## src/rtl/port_bank_pkg.sv

```systemverilog
// ============================================================================
// Module      : port_bank_pkg
// Description : Shared register indices, bus FSM states and helpers for port_bank.
// Revision    : 1.0
// ============================================================================
`default_nettype none

package port_bank_pkg;

    localparam logic [1:0] c_REG_OUT  = 2'd0;
    localparam logic [1:0] c_REG_IN   = 2'd1;
    localparam logic [1:0] c_REG_MASK = 2'd2;
    localparam logic [1:0] c_REG_STAT = 2'd3;

    typedef enum logic [1:0] {
        S_IDLE   = 2'd0,
        S_WAITS  = 2'd1,
        S_ACCESS = 2'd2,
        S_DONE   = 2'd3
    } state_t;

    function automatic logic chan_in_range(input logic [3:0] ch, input int nch);
        return (int'(ch) < nch);
    endfunction

endpackage

`default_nettype wire

```

## src/rtl/port_chan.sv

```systemverilog
// ============================================================================
// Module      : port_chan
// Description : One I/O channel: output latch, input synchroniser, rising-edge
//               status with mask and local interrupt.
// Revision    : 1.0
// ============================================================================
`default_nettype none

module port_chan
    import port_bank_pkg::*;
#(
    parameter int           W       = 32,
    parameter int           SYNC    = 2,
    parameter logic [W-1:0] OUT_RST = '0
) (
    input  logic         clk,
    input  logic         rst_n,
    input  logic         i_we,
    input  logic [1:0]   i_reg,
    input  logic [W-1:0] i_wdata,
    input  logic [W-1:0] i_pin,
    output logic [W-1:0] o_out,
    output logic [W-1:0] o_rdata,
    output logic         o_irq
);

    logic [W-1:0] r_out_q,  w_out_d;
    logic [W-1:0] r_mask_q, w_mask_d;
    logic [W-1:0] r_stat_q, w_stat_d;
    logic [W-1:0] r_prev_q, w_prev_d;
    logic [W-1:0] r_sync_q [SYNC];
    logic [W-1:0] w_sync_d [SYNC];
    logic [W-1:0] w_in;
    logic [W-1:0] w_rise;

    assign w_in   = r_sync_q[SYNC-1];
    assign w_rise = w_in & ~r_prev_q;

    always_comb begin
        w_sync_d[0] = i_pin;
        for (int k = 1; k < SYNC; k++) begin
            w_sync_d[k] = r_sync_q[k-1];
        end
    end

    // New edges are OR-ed in after the W1C mask so a colliding set wins.
    always_comb begin
        w_out_d  = r_out_q;
        w_mask_d = r_mask_q;
        w_prev_d = w_in;
        w_stat_d = r_stat_q | w_rise;
        if (i_we) begin
            case (i_reg)
                c_REG_OUT:  w_out_d  = i_wdata;
                c_REG_MASK: w_mask_d = i_wdata;
                c_REG_STAT: w_stat_d = (r_stat_q & ~i_wdata) | w_rise;
                default:    ;
            endcase
        end
    end

    always_comb begin
        case (i_reg)
            c_REG_OUT:  o_rdata = r_out_q;
            c_REG_IN:   o_rdata = w_in;
            c_REG_MASK: o_rdata = r_mask_q;
            default:    o_rdata = r_stat_q;
        endcase
    end

    always_ff @(posedge clk or negedge rst_n) begin
        if (!rst_n) begin
            r_out_q  <= OUT_RST;
            r_mask_q <= '0;
            r_stat_q <= '0;
            r_prev_q <= '0;
            for (int k = 0; k < SYNC; k++) begin
                r_sync_q[k] <= '0;
            end
        end else begin
            r_out_q  <= w_out_d;
            r_mask_q <= w_mask_d;
            r_stat_q <= w_stat_d;
            r_prev_q <= w_prev_d;
            for (int k = 0; k < SYNC; k++) begin
                r_sync_q[k] <= w_sync_d[k];
            end
        end
    end

    assign o_out = r_out_q;
    assign o_irq = |(r_stat_q & r_mask_q);

endmodule

`default_nettype wire

```

## src/rtl/port_bank.sv

```systemverilog
// ============================================================================
// Module      : port_bank
// Description : Memory-mapped parallel I/O bank with ready-handshake bus FSM.
// Revision    : 1.0
// ============================================================================
`default_nettype none

module port_bank
    import port_bank_pkg::*;
#(
    parameter int           NCH     = 4,
    parameter int           W       = 32,
    parameter int           WAIT    = 1,
    parameter int           SYNC    = 2,
    parameter logic [W-1:0] OUT_RST = '0
) (
    input  logic             iClk,
    input  logic             nRst,
    input  logic [31:0]      iAddr,
    input  logic             iSel,
    input  logic             iRead,
    input  logic             iWrite,
    input  logic [31:0]      iData,
    output logic [31:0]      oData,
    output logic             oRdy,
    input  logic [NCH*W-1:0] iPORT,
    output logic [NCH*W-1:0] oPORT,
    output logic             oIrq
);

    localparam logic [2:0] c_WAIT_LAST = 3'((WAIT == 0) ? 0 : WAIT - 1);

    state_t       r_state_q, w_state_d;
    logic [2:0]   r_cnt_q,   w_cnt_d;
    logic [3:0]   r_chan_q,  w_chan_d;
    logic [1:0]   r_reg_q,   w_reg_d;
    logic [W-1:0] r_wdata_q, w_wdata_d;
    logic         r_write_q, w_write_d;
    logic [31:0]  r_rdata_q, w_rdata_d;
    logic         r_irq_q,   w_irq_d;

    logic [W-1:0]   w_chan_rdata [NCH];
    logic [NCH-1:0] w_chan_irq;
    logic [NCH-1:0] w_we;
    logic [31:0]    w_sel_rdata;
    logic           w_chan_ok;
    logic           w_unused;

    assign w_unused  = &{1'b0, iAddr[31:8], iAddr[1:0], iData};
    assign w_chan_ok = chan_in_range(r_chan_q, NCH);

    generate
        for (genvar c = 0; c < NCH; c++) begin : g_chan
            port_chan #(
                .W       (W),
                .SYNC    (SYNC),
                .OUT_RST (OUT_RST)
            ) u_chan (
                .clk     (iClk),
                .rst_n   (nRst),
                .i_we    (w_we[c]),
                .i_reg   (r_reg_q),
                .i_wdata (r_wdata_q),
                .i_pin   (iPORT[c*W +: W]),
                .o_out   (oPORT[c*W +: W]),
                .o_rdata (w_chan_rdata[c]),
                .o_irq   (w_chan_irq[c])
            );
        end
    endgenerate

    always_comb begin
        w_sel_rdata = '0;
        for (int c = 0; c < NCH; c++) begin
            if (r_chan_q == 4'(c)) begin
                w_sel_rdata = 32'(w_chan_rdata[c]);
            end
        end
    end

    // A simultaneous read+write is a write; out-of-range channels still complete.
    always_comb begin
        w_state_d = r_state_q;
        w_cnt_d   = r_cnt_q;
        w_chan_d  = r_chan_q;
        w_reg_d   = r_reg_q;
        w_wdata_d = r_wdata_q;
        w_write_d = r_write_q;
        w_rdata_d = r_rdata_q;
        w_we      = '0;
        case (r_state_q)
            S_IDLE: begin
                if (iSel && (iRead || iWrite)) begin
                    w_chan_d  = iAddr[7:4];
                    w_reg_d   = iAddr[3:2];
                    w_wdata_d = iData[W-1:0];
                    w_write_d = iWrite;
                    w_cnt_d   = '0;
                    w_state_d = (WAIT == 0) ? S_ACCESS : S_WAITS;
                end
            end
            S_WAITS: begin
                if (r_cnt_q == c_WAIT_LAST) begin
                    w_state_d = S_ACCESS;
                end else begin
                    w_cnt_d = r_cnt_q + 3'd1;
                end
            end
            S_ACCESS: begin
                w_rdata_d = '0;
                if (w_chan_ok) begin
                    if (r_write_q) begin
                        for (int c = 0; c < NCH; c++) begin
                            w_we[c] = (r_chan_q == 4'(c));
                        end
                    end else begin
                        w_rdata_d = w_sel_rdata;
                    end
                end
                w_state_d = S_DONE;
            end
            S_DONE: begin
                w_state_d = S_IDLE;
            end
            default: begin
                w_state_d = S_IDLE;
            end
        endcase
    end

    assign w_irq_d = |w_chan_irq;

    always_ff @(posedge iClk or negedge nRst) begin
        if (!nRst) begin
            r_state_q <= S_IDLE;
            r_cnt_q   <= '0;
            r_chan_q  <= '0;
            r_reg_q   <= '0;
            r_wdata_q <= '0;
            r_write_q <= 1'b0;
            r_rdata_q <= '0;
            r_irq_q   <= 1'b0;
        end else begin
            r_state_q <= w_state_d;
            r_cnt_q   <= w_cnt_d;
            r_chan_q  <= w_chan_d;
            r_reg_q   <= w_reg_d;
            r_wdata_q <= w_wdata_d;
            r_write_q <= w_write_d;
            r_rdata_q <= w_rdata_d;
            r_irq_q   <= w_irq_d;
        end
    end

    assign oRdy  = (r_state_q == S_DONE);
    assign oData = (r_state_q == S_DONE) ? r_rdata_q : '0;
    assign oIrq  = r_irq_q;

endmodule

`default_nettype wire

```

## config.mk

```make
export PLATFORM = sky130hd
export DESIGN_NAME = port_bank
export DESIGN_NICKNAME = d
export VERILOG_FILES = /design/src/rtl/port_bank_pkg.sv /design/src/rtl/port_chan.sv /design/src/rtl/port_bank.sv
export SDC_FILE = /design/constraint.sdc
export NUM_CORES = 1
export LEC_CHECK = 0
export BUFFER_PORTS_ARGS = -buffer_cell sky130_fd_sc_hd__buf_2
export CORE_MARGIN = 4
export CORE_UTILIZATION = 43
export DETAILED_ROUTE_END_ITERATION = 8
export GPL_TIMING_DRIVEN = 0
export PLACE_DENSITY_LB_ADDON = 0.25
export SETUP_SLACK_MARGIN = 0.1
export SYNTH_ARGS = -nofsm -noshare
export SYNTH_HDL_FRONTEND = slang
export SYNTH_HIERARCHICAL = 1
export SYNTH_SLANG_ARGS = --single-unit
```

## constraint.sdc

```tcl
create_clock -name iClk -period 3.6 [get_ports iClk]
set_input_delay 0.54 -clock iClk [delete_from_list [all_inputs] [get_ports iClk]]
set_output_delay 0.54 -clock iClk [all_outputs]
set_load 0.02 [all_outputs]
```

Yosys cells after proc, flatten, opt, wreduce, memory -nomap -nowiden
Index checks and enable logic that the tools add are counted.

Register bits after elaboration: 845. Latch bits: 0. Bits in writable memories: 0. Memory bits (read-only): 0. Bits of input ports: 197. Logic and storage cells: 118. Memories: 0.

Add/subtract/negate cells: 1. Multipliers: 0. Div/mod/pow operators: 0. Magnitude comparators: 1. Equal/unequal tests: 12. Shifts and indexed selects: 0. Multiplexer cells: 28. Bitwise logic cells: 25. Reductions and logical operators: 19.

Operators by type and width (count): $mux 32 (15); $and 32x32->32 (12); $pmux 32 s3 (4); $or 32x32->32 (8); $not 32->32 (5); $reduce_or 128->1 (1); $reduce_and 2->1 (10); $mux 4 (3); $eq 2x2->1 const B (4); $eq 4x2->1 const B (2); $pmux 2 s4 (1); $mux 3 (2); $ne 2x2->1 const B (3); $pmux 3 s2 (1); $eq 2x1->1 const B (2); $eq 4x1->1 const B (1); $logic_not 2->1 (2); $logic_not 4->1 (1); $lt 4x3->1 const B (1); $mux 2 (2); $add 3x1->3 const B (1); $logic_not 3->1 (1); $reduce_and 3->1 (1); $reduce_bool 2->1 (1); 2 further kinds (2).

Depth between registers and ports, before layout
Gate-level depths: netlist (run 1).

Depth in word-level cells: 8. Mapped depth: 11.

Modules after synthesis
The synthesis (run 1) kept the hierarchy.

Modules (own cells, without submodules): port_chan (times used 4, cells an instance 426, area each 7101.8 µm², seq. area each 4804.6 µm²); port_bank (times used 1, cells an instance 381, area each 4249.1 µm², seq. area each 1926.8 µm²).

Worst setup path after synthesis (run 1)
Ideal clock, no wire load.

Kind: reg-to-reg. Start point: reg r_chan_q[0]. End point: reg g_chan[2].u_chan.r_out_q[11]. Arrival time: 2330 ps. Data required time: 3475 ps. Path slack: 1145 ps. Stages on the path, launching flop included: 9. Path buffers: 4. Path through: dfrtp_1 > buf_6 > or4b_1 > buf_2 > buf_6 > nor2_1 > nor3b_4 > buf_6 > mux2_2.

Cells in the longest elaborated chain, start to end: 5. Elaborated cells on any way between the ends: 6. Classes of those cells: 1 x order compare; 1 x eq/ne; 3 x mux; 1 x reduce/logical.

Ends and longest elaborated chain: from (decl) (line port_bank.sv:35) `logic [3:0] r_chan_q, w_chan_d;`; from (signal assigned) (line port_bank.sv:146) `r_chan_q <= w_chan_d;`; branches (longest 2 deep; another with $lt 4x3->1); $mux 4 (*) (line port_bank.sv:111) `if (w_chan_ok) begin`; $mux 4 (*) (line port_bank.sv:91) `case (r_state_q)`; net w_we[2] (line port_bank.sv:44) `logic [NCH-1:0] w_we;`; $reduce_and 2->1 (no source line) (*); to (signal assigned) (line port_chan.sv:81) `r_out_q <= w_out_d;`; to (decl) (line port_chan.sv:27) `logic [W-1:0] r_out_q, w_out_d;`.

Mark *: on every way through the listed nets, which the timed path passes. A chain may end at the register's enable or synchronous reset.

Worst setup path in the final report (run 1)
Start point: reg r_state_q[0]. End point: reg g_chan[0].u_chan.r_out_q[13].

Cells in the longest elaborated chain, start to end: 3.

Ends and longest elaborated chain: from (decl) (line port_bank.sv:33) `state_t r_state_q, w_state_d;`; from (signal assigned) (line port_bank.sv:144) `r_state_q <= w_state_d;`; $eq 2x2->1 (line port_bank.sv:91); $mux 4 (line port_bank.sv:91); net w_we[0] (line port_bank.sv:44); $reduce_and 2->1 (no source line); to (signal assigned) (line port_chan.sv:81); to (decl) (line port_chan.sv:27).

The timed path passes the listed nets, and every way through them passes these cells.

==> impl_metrics.ini, run 1 <==
[outcome]
run_status = complete, no violations

[logic_synthesis]
largest_cells_by_area_after_synthesis = dfrtp_1 (65%), mux2_2 (10%), mux4_2 (8.8%), a22o_1 (3.4%), inv_1 (1.9%)
synth.distinct_cells = 39
synth_async_sr_flop_share = 1.000
ys.flop_type = dfrtp_1
synth_most_common_cell = dfrtp_1
synth_nets = 2289
synthCells = 2085
synth_simple_gate_area_frac = 0.03693
synth_top_family_by_area = multiplexers
synthesis.area_mm2 = 0.03266
post-synth-top-area-fraction = 0.6475
synth.avg_cell_area_um2 = 15.66
synth_warnings = 6
multiplexer_fraction_of_the_synthesized_cell_area = 0.2020
synth.largest_area_cell = dfrtp_1
adder_and_majority_cell_fraction_of_the_synthesized_area = 0.002682
yosys-top-cells-count = dfrtp_1 (845), mux2_2 (304), inv_1 (167), nand2_1 (129)
ys_seq_area_frac = 0.6475
synth_enable_flop_cells = 0
synth_seq_cells = 845
synthXorXnorAreaFrac = 0
synth_compound_area_frac = 0.06916

[cts]
clkTransAtPathRegs_ns = 0.06
clock_insertion_delay_worst_skew_ns = 0.66
cts_tree = done
postCtsSetupRepairBufs = 0
root_driver = clkbuf_16
htreeDepth = 3
cts_sinks = 845
numCtsBuffers = 90
cts.path.max_buffers = 3

[die]
placement_rows = 100
io-pin-count = 359
initial_utilization = 0.4365
dieHeight_um = 283.6
die_area_mm2 = 0.08042
dieWidth_um = 283.6
core-area_mm2 = 0.07482

[power_and_ir_drop]
static-leakage-power_nw = 19.12
combPwrFrac = 0.314
power_report.internal_total_mw = 21.91
p_per_area_mw_per_mm2 = 854.8
power.ir.vdd_worst_uv = 372.1
switchingPower_mw = 12.34
power_switching_share = 0.3603
power_frac_seq = 0.402
clkPwrFrac = 0.284
power_mw = 34.25

[cells_and_area]
fillCellCount = 6195
post_route_cells_drive_above_1_share = 0.3815
nets = 2839
finalNonFillerCells = 3680
layout.core_utilization = 0.5355
area_growth_pct = 22.69

[sta]
period_share = 0.9333
timing.slew.headroom = 0.2442
max_clock_freq_ghz = 0.2976
finalCriticalPeriod_ns = 3.360
final_critical_path_setup_slack_ns = 0.2403
final.setup_skew_ns = 0.02864
timing.final.setup_violations = 0
worst_pin_slew_ns = 1.129
fin_setup_tns_ns = 0
final-max-slew-violation-count = 0
grt_setup_unrepaired = no
report.final.hold_viol_count = 0

[critical_path]
crit_path_end_kind = register
critical_path_arrival_ns = 3.88
cp.required_ns = 4.12
reg2reg_slack_ns = 0.24
path_class = reg -> reg
timing.critical_path.fanout_max = 10
r2r-start = r_state_q[0]
reg2regPathDepth = 9
start_kind = register
reg2reg_to = g_chan[0].u_chan/o_out[13]

[hold_path]
min-delay-path-class = in -> reg
endpoint_of_the_worst_hold_timing_path = g_chan[3].u_chan/r_sync_q[39]
holdPathStages = 1
hold_path.startpoint = iPORT[103]

[grt]
grt_max_degree = 127
grt_antenna_before_repair = 3
grt_most_used_layer = met2
global_route.usage.met1 = 0.3533
met3_usage = 0.06024
grt_first_pass_wirelength_mm = 151.6
globalRouteOverflowTotal = 0
globalRouteTotalUtil = 0.2576
grt.met2_usage = 0.4011
grt_pass1_vias = 21833

[placed_design]
place.gp.congestion = 0.8817
hpwl_reported_at_the_end_of_detailed_placement_mm = 73.67
preCtsSetupSlack_ns = 0.3301
portBuffers = 332
post-place-cells = 3393

[route]
detail_route.wl_per_cell_um = 28.07
viasPerCell = 5.595
via_count = 20589
initialDrtViolationCount = 2028
wl_mm = 103.3
detail_route.drc_violations = 0
antenna_left = 0
drtPass1Iterations = 5

[run]
cap_viol_max_count = 0
critical path, cell delays in order (launching register included):
cell and delay (ns):
dfrtp_1 0.40, inv_1 0.15, ha_1 0.17, buf_4 0.16, nand2_1 0.18, nor4_1 0.65
nor2b_1 0.44, nor3b_4 0.45, buf_6 0.27, mux2_2 0.36
flip-flops by register name, indices dropped and copies added, names as in the netlist:
| register | cells |
|---|---|
| g_chan.u_chan/o_out | 128 |
| g_chan.u_chan/r_mask_q | 128 |
| g_chan.u_chan/r_prev_q | 128 |
| g_chan.u_chan/r_stat_q | 128 |
| g_chan.u_chan/r_sync_q | 128 |
| g_chan.u_chan/w_in | 128 |
| r_rdata_q | 32 |
| r_wdata_q | 32 |
| r_chan_q | 4 |
| r_cnt_q | 3 |
| r_reg_q | 2 |
| r_state_q | 2 |
| oIrq | 1 |
| r_write_q | 1 |
logic make-up (layout without fill, tap and decap cells):
family	after synthesis	count (layout)
compound gates	266	266
fa+ha+maj	7	7
buf+inv	270	895
flops	845	845
mux	458	458
other cells	0	1
simple gates	239	239
worst max-delay path by stage:
| stage | startpoint | to | slack (ns) | cells after the start |
|---|---|---|---|---|
| after CTS | r_state_q[0] | g_chan[0].u_chan/o_out[13] | 0.29 | 9 |
| after global placement | nRst | g_chan[3].u_chan/r_sync_q[58] | -15.38 | 1 |
| final | r_state_q[0] | g_chan[0].u_chan/o_out[13] | 0.24 | 9 |
| after global routing | r_state_q[0] | g_chan[0].u_chan/o_out[12] | 0.18 | 9 |
| after detailed placement | r_state_q[0] | g_chan[0].u_chan/o_out[13] | 0.33 | 9 |
| after floorplan | r_chan_q[0] | g_chan[2].u_chan/o_out[11] | 1.15 | 8 |
final cells by class:
class                   instances  area, um^2  area share
diodes                          1       2.502  0.00006246
clock buffers                 122        2545     0.06352
multi-input cells             970       10150      0.2533
repair buffers                458        3055     0.07626
clock inverters                45       594.3     0.01483
inverters                     167       626.9     0.01565
flip-flops and latches        845       21150      0.5278
plain buffers                 103       735.7     0.01836
well taps                     969        1212     0.03026
timing repair:
| item | CTS | global route |
|---|---|---|
| gates resized for setup | 0 | 0 |
| setup endpoints to repair | 0 | 0 |
| hold buffers | 119 | 0 |
| endpoints found under the hold margin | 196 | 0 |
per-stage QoR:
| step | hold slack, ns | area (um^2) |
|---|---|---|
| final | 0.01918 | 40070 |
| after global routing | 0.007861 | 40060 |
| after CTS | 0.0001021 | 40060 |
| after detailed placement | 0.3347 | 35730 |
| after global placement | 0.3360 | 35530 |
| after floorplan | 0.2444 | 32660 |
cells in the final DEF, fill, tap and decap left out, types with 3 or more instances in the layout:
cell type,netlist,final
dfrtp_1,845,845
buf_2,29,360
mux2_2,304,304
inv_1,167,167
nand2_1,129,129
mux4_2,128,128
a22o_1,128,128
dlygate4sd3_1,0,119
clkbuf_16,0,92
a22oi_1,65,65
buf_4,37,37
nor2_1,36,36
and2_1,33,33
clkbuf_1,10,27
o32ai_1,26,26
mux2_1,24,24
buf_6,23,23
o22ai_1,23,23
clkinv_2,0,18
nand4_1,16,16
clkbuf_8,0,13
bufinv_16,0,12
o22ai_2,9,9
ha_1,7,7
buf_16,0,7
o32ai_2,6,6
or4_1,5,5
and3_1,5,5
clkinvlp_4,0,5
clkinv_4,0,4
inv_6,0,4
nor3b_4,4,4
nand3b_4,4,4
buf_1,3,3
per-layer routing:
metal / vias up / wire, um
met5: - / 0
met4: 0 / 4234
met2: 809 / 48350
met1: 10974 / 42580
met3: 162 / 8147
li1: 8644 / -
power groups by stage:
stage	clock network (mW)	logic [mW]	registers (mW)
3_5_place_dp	0	10.6	13.9
2_1_floorplan	0	6.08	13.2
3_3_place_gp	0	10.5	13.8
4_1_cts	9.92	10.8	13.7
6_report	9.74	10.8	13.8
5_1_grt	10.4	11.3	13.9
Power figures use the tool's default switching activity.
==> run 2: changes to the inputs <==
- ABC_AREA: unset -> 1
==> impl_metrics.ini, run 2 <==
[critical_path]
crit_slowest_cell = nor4_1
critical_path.startpoint = r_state_q[0]
path_class = reg -> reg
reg2reg_to = g_chan[1].u_chan/r_stat_q[25]
crit_path_end_kind = register
cpLargestDelayFamily = simple AND/OR/NAND/NOR gates
start_kind = register
cp.required_ns = 4.12
reg2reg_slack_ns = 0.31
crit_path_largest_cell_delay_ns = 1.06
crit_end = g_chan[1].u_chan/r_stat_q[25]
reg2regPathDepth = 8
worstPathBufferInverterCount = 2
critical_path_arrival_ns = 3.81
crit_chain = inv_1 -> ha_1 -> nand2_1 -> nor4_1 -> nand2_1 -> buf_2 -> o21ai_1 -> o21ai_1
r2r-start = r_state_q[0]
timing.critical_path.fanout_max = 10
critical_path_depth = 8

[logic_synthesis]
largest_cells_by_area_after_synthesis = dfrtp_1 (64%), nand2_1 (14%), o21ai_1 (5.8%), inv_1 (4.3%), o21ai_0 (2.6%)
synth_compound_area_frac = 0.08437
synth.distinct_cells = 23
synth_enable_flop_cells = 0
synth_most_common_cell = nand2_1
ys_seq_area_frac = 0.6446
synth_top_family_by_area = simple AND/OR/NAND/NOR gates
adder_and_majority_cell_fraction_of_the_synthesized_area = 0.002670
synth_simple_gate_area_frac = 0.2036
synth_seq_cells = 845
synth_async_sr_flop_share = 1.000
yosys-top-cells-count = nand2_1 (1208), dfrtp_1 (845), o21ai_1 (380), inv_1 (373), o21ai_0 (171)
synth.largest_area_cell = dfrtp_1
synthesis.area_mm2 = 0.03280
multiplexer_fraction_of_the_synthesized_cell_area = 0
synth_nets = 3749
ys.flop_type = dfrtp_1
synthXorXnorAreaFrac = 0.0002670
post-synth-top-area-fraction = 0.6446
synth_warnings = 6
synth.avg_cell_area_um2 = 9.254
synthCells = 3545

[cells_and_area]
post_route_cells_drive_above_1_share = 0.1472
finalNonFillerCells = 5158
area_growth_pct = 23.04
nets = 4308
final_cell_mix = nand2_1 (1208), dfrtp_1 (845), buf_2 (391)
layout_commonest_cell = nand2_1

[cts]
root_driver = clkbuf_16
cts_tree = done
clock_insertion_delay_worst_skew_ns = 0.65
htreeDepth = 3
numCtsBuffers = 90
cts_sinks = 845
clkTransAtPathRegs_ns = 0.06
postCtsSetupRepairBufs = 0
cts.path.max_buffers = 3

[route]
antenna_left = 0
detail_route.drc_violations = 0
wl_mm = 112.0
viasPerCell = 5.201
via_count = 26827
initialDrtViolationCount = 2625
drtPass1Iterations = 6
detail_route.wl_per_cell_um = 21.70

[sta]
max_clock_freq_ghz = 0.3038
timing.slew.headroom = 0.1686
report.final.hold_viol_count = 0
period_share = 0.9144
fin_setup_tns_ns = 0
worst_pin_slew_ns = 1.236
grt_setup_unrepaired = no
final-max-slew-violation-count = 0
final.setup_skew_ns = 0.02503
finalCriticalPeriod_ns = 3.292
timing.final.setup_violations = 0

[power_and_ir_drop]
static-leakage-power_nw = 19.64
combPwrFrac = 0.303
power_frac_seq = 0.397
p_per_area_mw_per_mm2 = 809.1
power_report.internal_total_mw = 19.59
switchingPower_mw = 13.06
power.ir.vdd_worst_uv = 410.4
clkPwrFrac = 0.300
power_switching_share = 0.4000

[placed_design]
portBuffers = 332
place.gp.congestion = 0.9638
post-place-cells = 4862
hpwl_reported_at_the_end_of_detailed_placement_mm = 79.98

[grt]
globalRouteOverflowTotal = 0
grt_antenna_before_repair = 0
globalRouteTotalUtil = 0.2741
grt_max_degree = 120
grt_pass1_vias = 26093
grt_first_pass_wirelength_mm = 165.0

[die]
core-area_mm2 = 0.07582
dieWidth_um = 284.2
dieHeight_um = 284.2
placement_rows = 101
die_area_mm2 = 0.08077
initial_utilization = 0.4326
io-pin-count = 359

[outcome]
run_status = complete, no violations

[hold_path]
min-delay-path-class = in -> reg

[run]
cap_viol_max_count = 0
## run 2: cell types whose count changed in the layout (fill, tap and decap cells not counted), moves of 128 or more
cell     change
a22o_1     -128
inv_1      +206
mux2_2     -304
mux4_2     -128
nand2_1   +1079
nand3_1    +132
o21ai_0    +169
o21ai_1    +380
## run 2: layer usage
| layer | vias up | track usage | part of all wire |
|---|---|---|---|
| met5 | - | 0 | 0 |
| met4 | 0 | 0.1371 | 0.061 |
| met3 | 248 | 0.06247 | 0.080 |
| met2 | 1100 | 0.4277 | 0.46 |
| met1 | 13106 | 0.3629 | 0.40 |
| li1 | 12373 | - | - |
## run 2: cells by family (layout without fill, tap and decap cells)
kind of cell | count (synthesis) | count (layout)
other | 0 | 2
AND/OR/NAND/NOR | 1608 | 1608
XOR/XNOR | 1 | 1
adder cells (fa/ha/maj) | 7 | 7
AO/OA/AOI/OAI | 553 | 553
flip-flops | 845 | 845
buffers and inverters | 531 | 1164
## run 2: cell type report
cell class,instances,area (um^2)
Tap cell,978,1224
Timing Repair Buffer,467,3146
Multi-Input combinational cell,2169,9542
Clock inverter,34,394.1
Sequential cell,845,21150
Buffer,148,679.4
Fill cell,6891,35460
Clock buffer,132,2789
Inverter,383,1438
Antenna cell,2,5.005
## run 2: stage by stage
step / setup slack, ns / power, mW / utilization / area (um^2) / hold slack (ns)
after global routing: 0.2276 / 34.15 / 0.5322 / 40360 / 0.005518
after global placement: -16.27 / 22.59 / 0.4707 / 35690 / 0.3325
after detailed placement: 0.4003 / 22.72 / 0.4734 / 35890 / 0.3347
final: 0.3082 / 32.66 / 0.5323 / 40360 / 0.02897
after floorplan: 1.673 / 17.69 / - / 32800 / 0.2444
after CTS: 0.3804 / 32.70 / 0.5322 / 40360 / 0.002690
## run 2: power by group through the flow
stage	clock, mW	sequential [mW]	combinational (mW)
after floorplan	0	12.6	5.10
after global placement	0	13.0	9.55
after global routing	10.4	13.1	10.7
final	9.80	13.0	9.89
after detailed placement	0	13.1	9.65
after CTS	9.99	12.9	9.80
## run 2: how the worst min path moves through the flow
stage / startpoint / to / slack, ns / cells past startpoint
after floorplan: nRst / g_chan[0].u_chan/o_out[0] / 0.24 / 0
after global placement: g_chan[1].u_chan/r_sync_q[36] / g_chan[1].u_chan/w_in[4] / 0.33 / 0
after detailed placement: g_chan[0].u_chan/r_sync_q[46] / g_chan[0].u_chan/w_in[14] / 0.33 / 0
after CTS: iPORT[47] / g_chan[1].u_chan/r_sync_q[47] / 0.003 / 1
after global routing: iPORT[47] / g_chan[1].u_chan/r_sync_q[47] / 0.006 / 1
final: iPORT[47] / g_chan[1].u_chan/r_sync_q[47] / 0.03 / 1
## run 2: what timing repair did
item                      CTS  global route
resized for setup           0             0
hold endpoints to repair  221             0
hold buffers              128             0
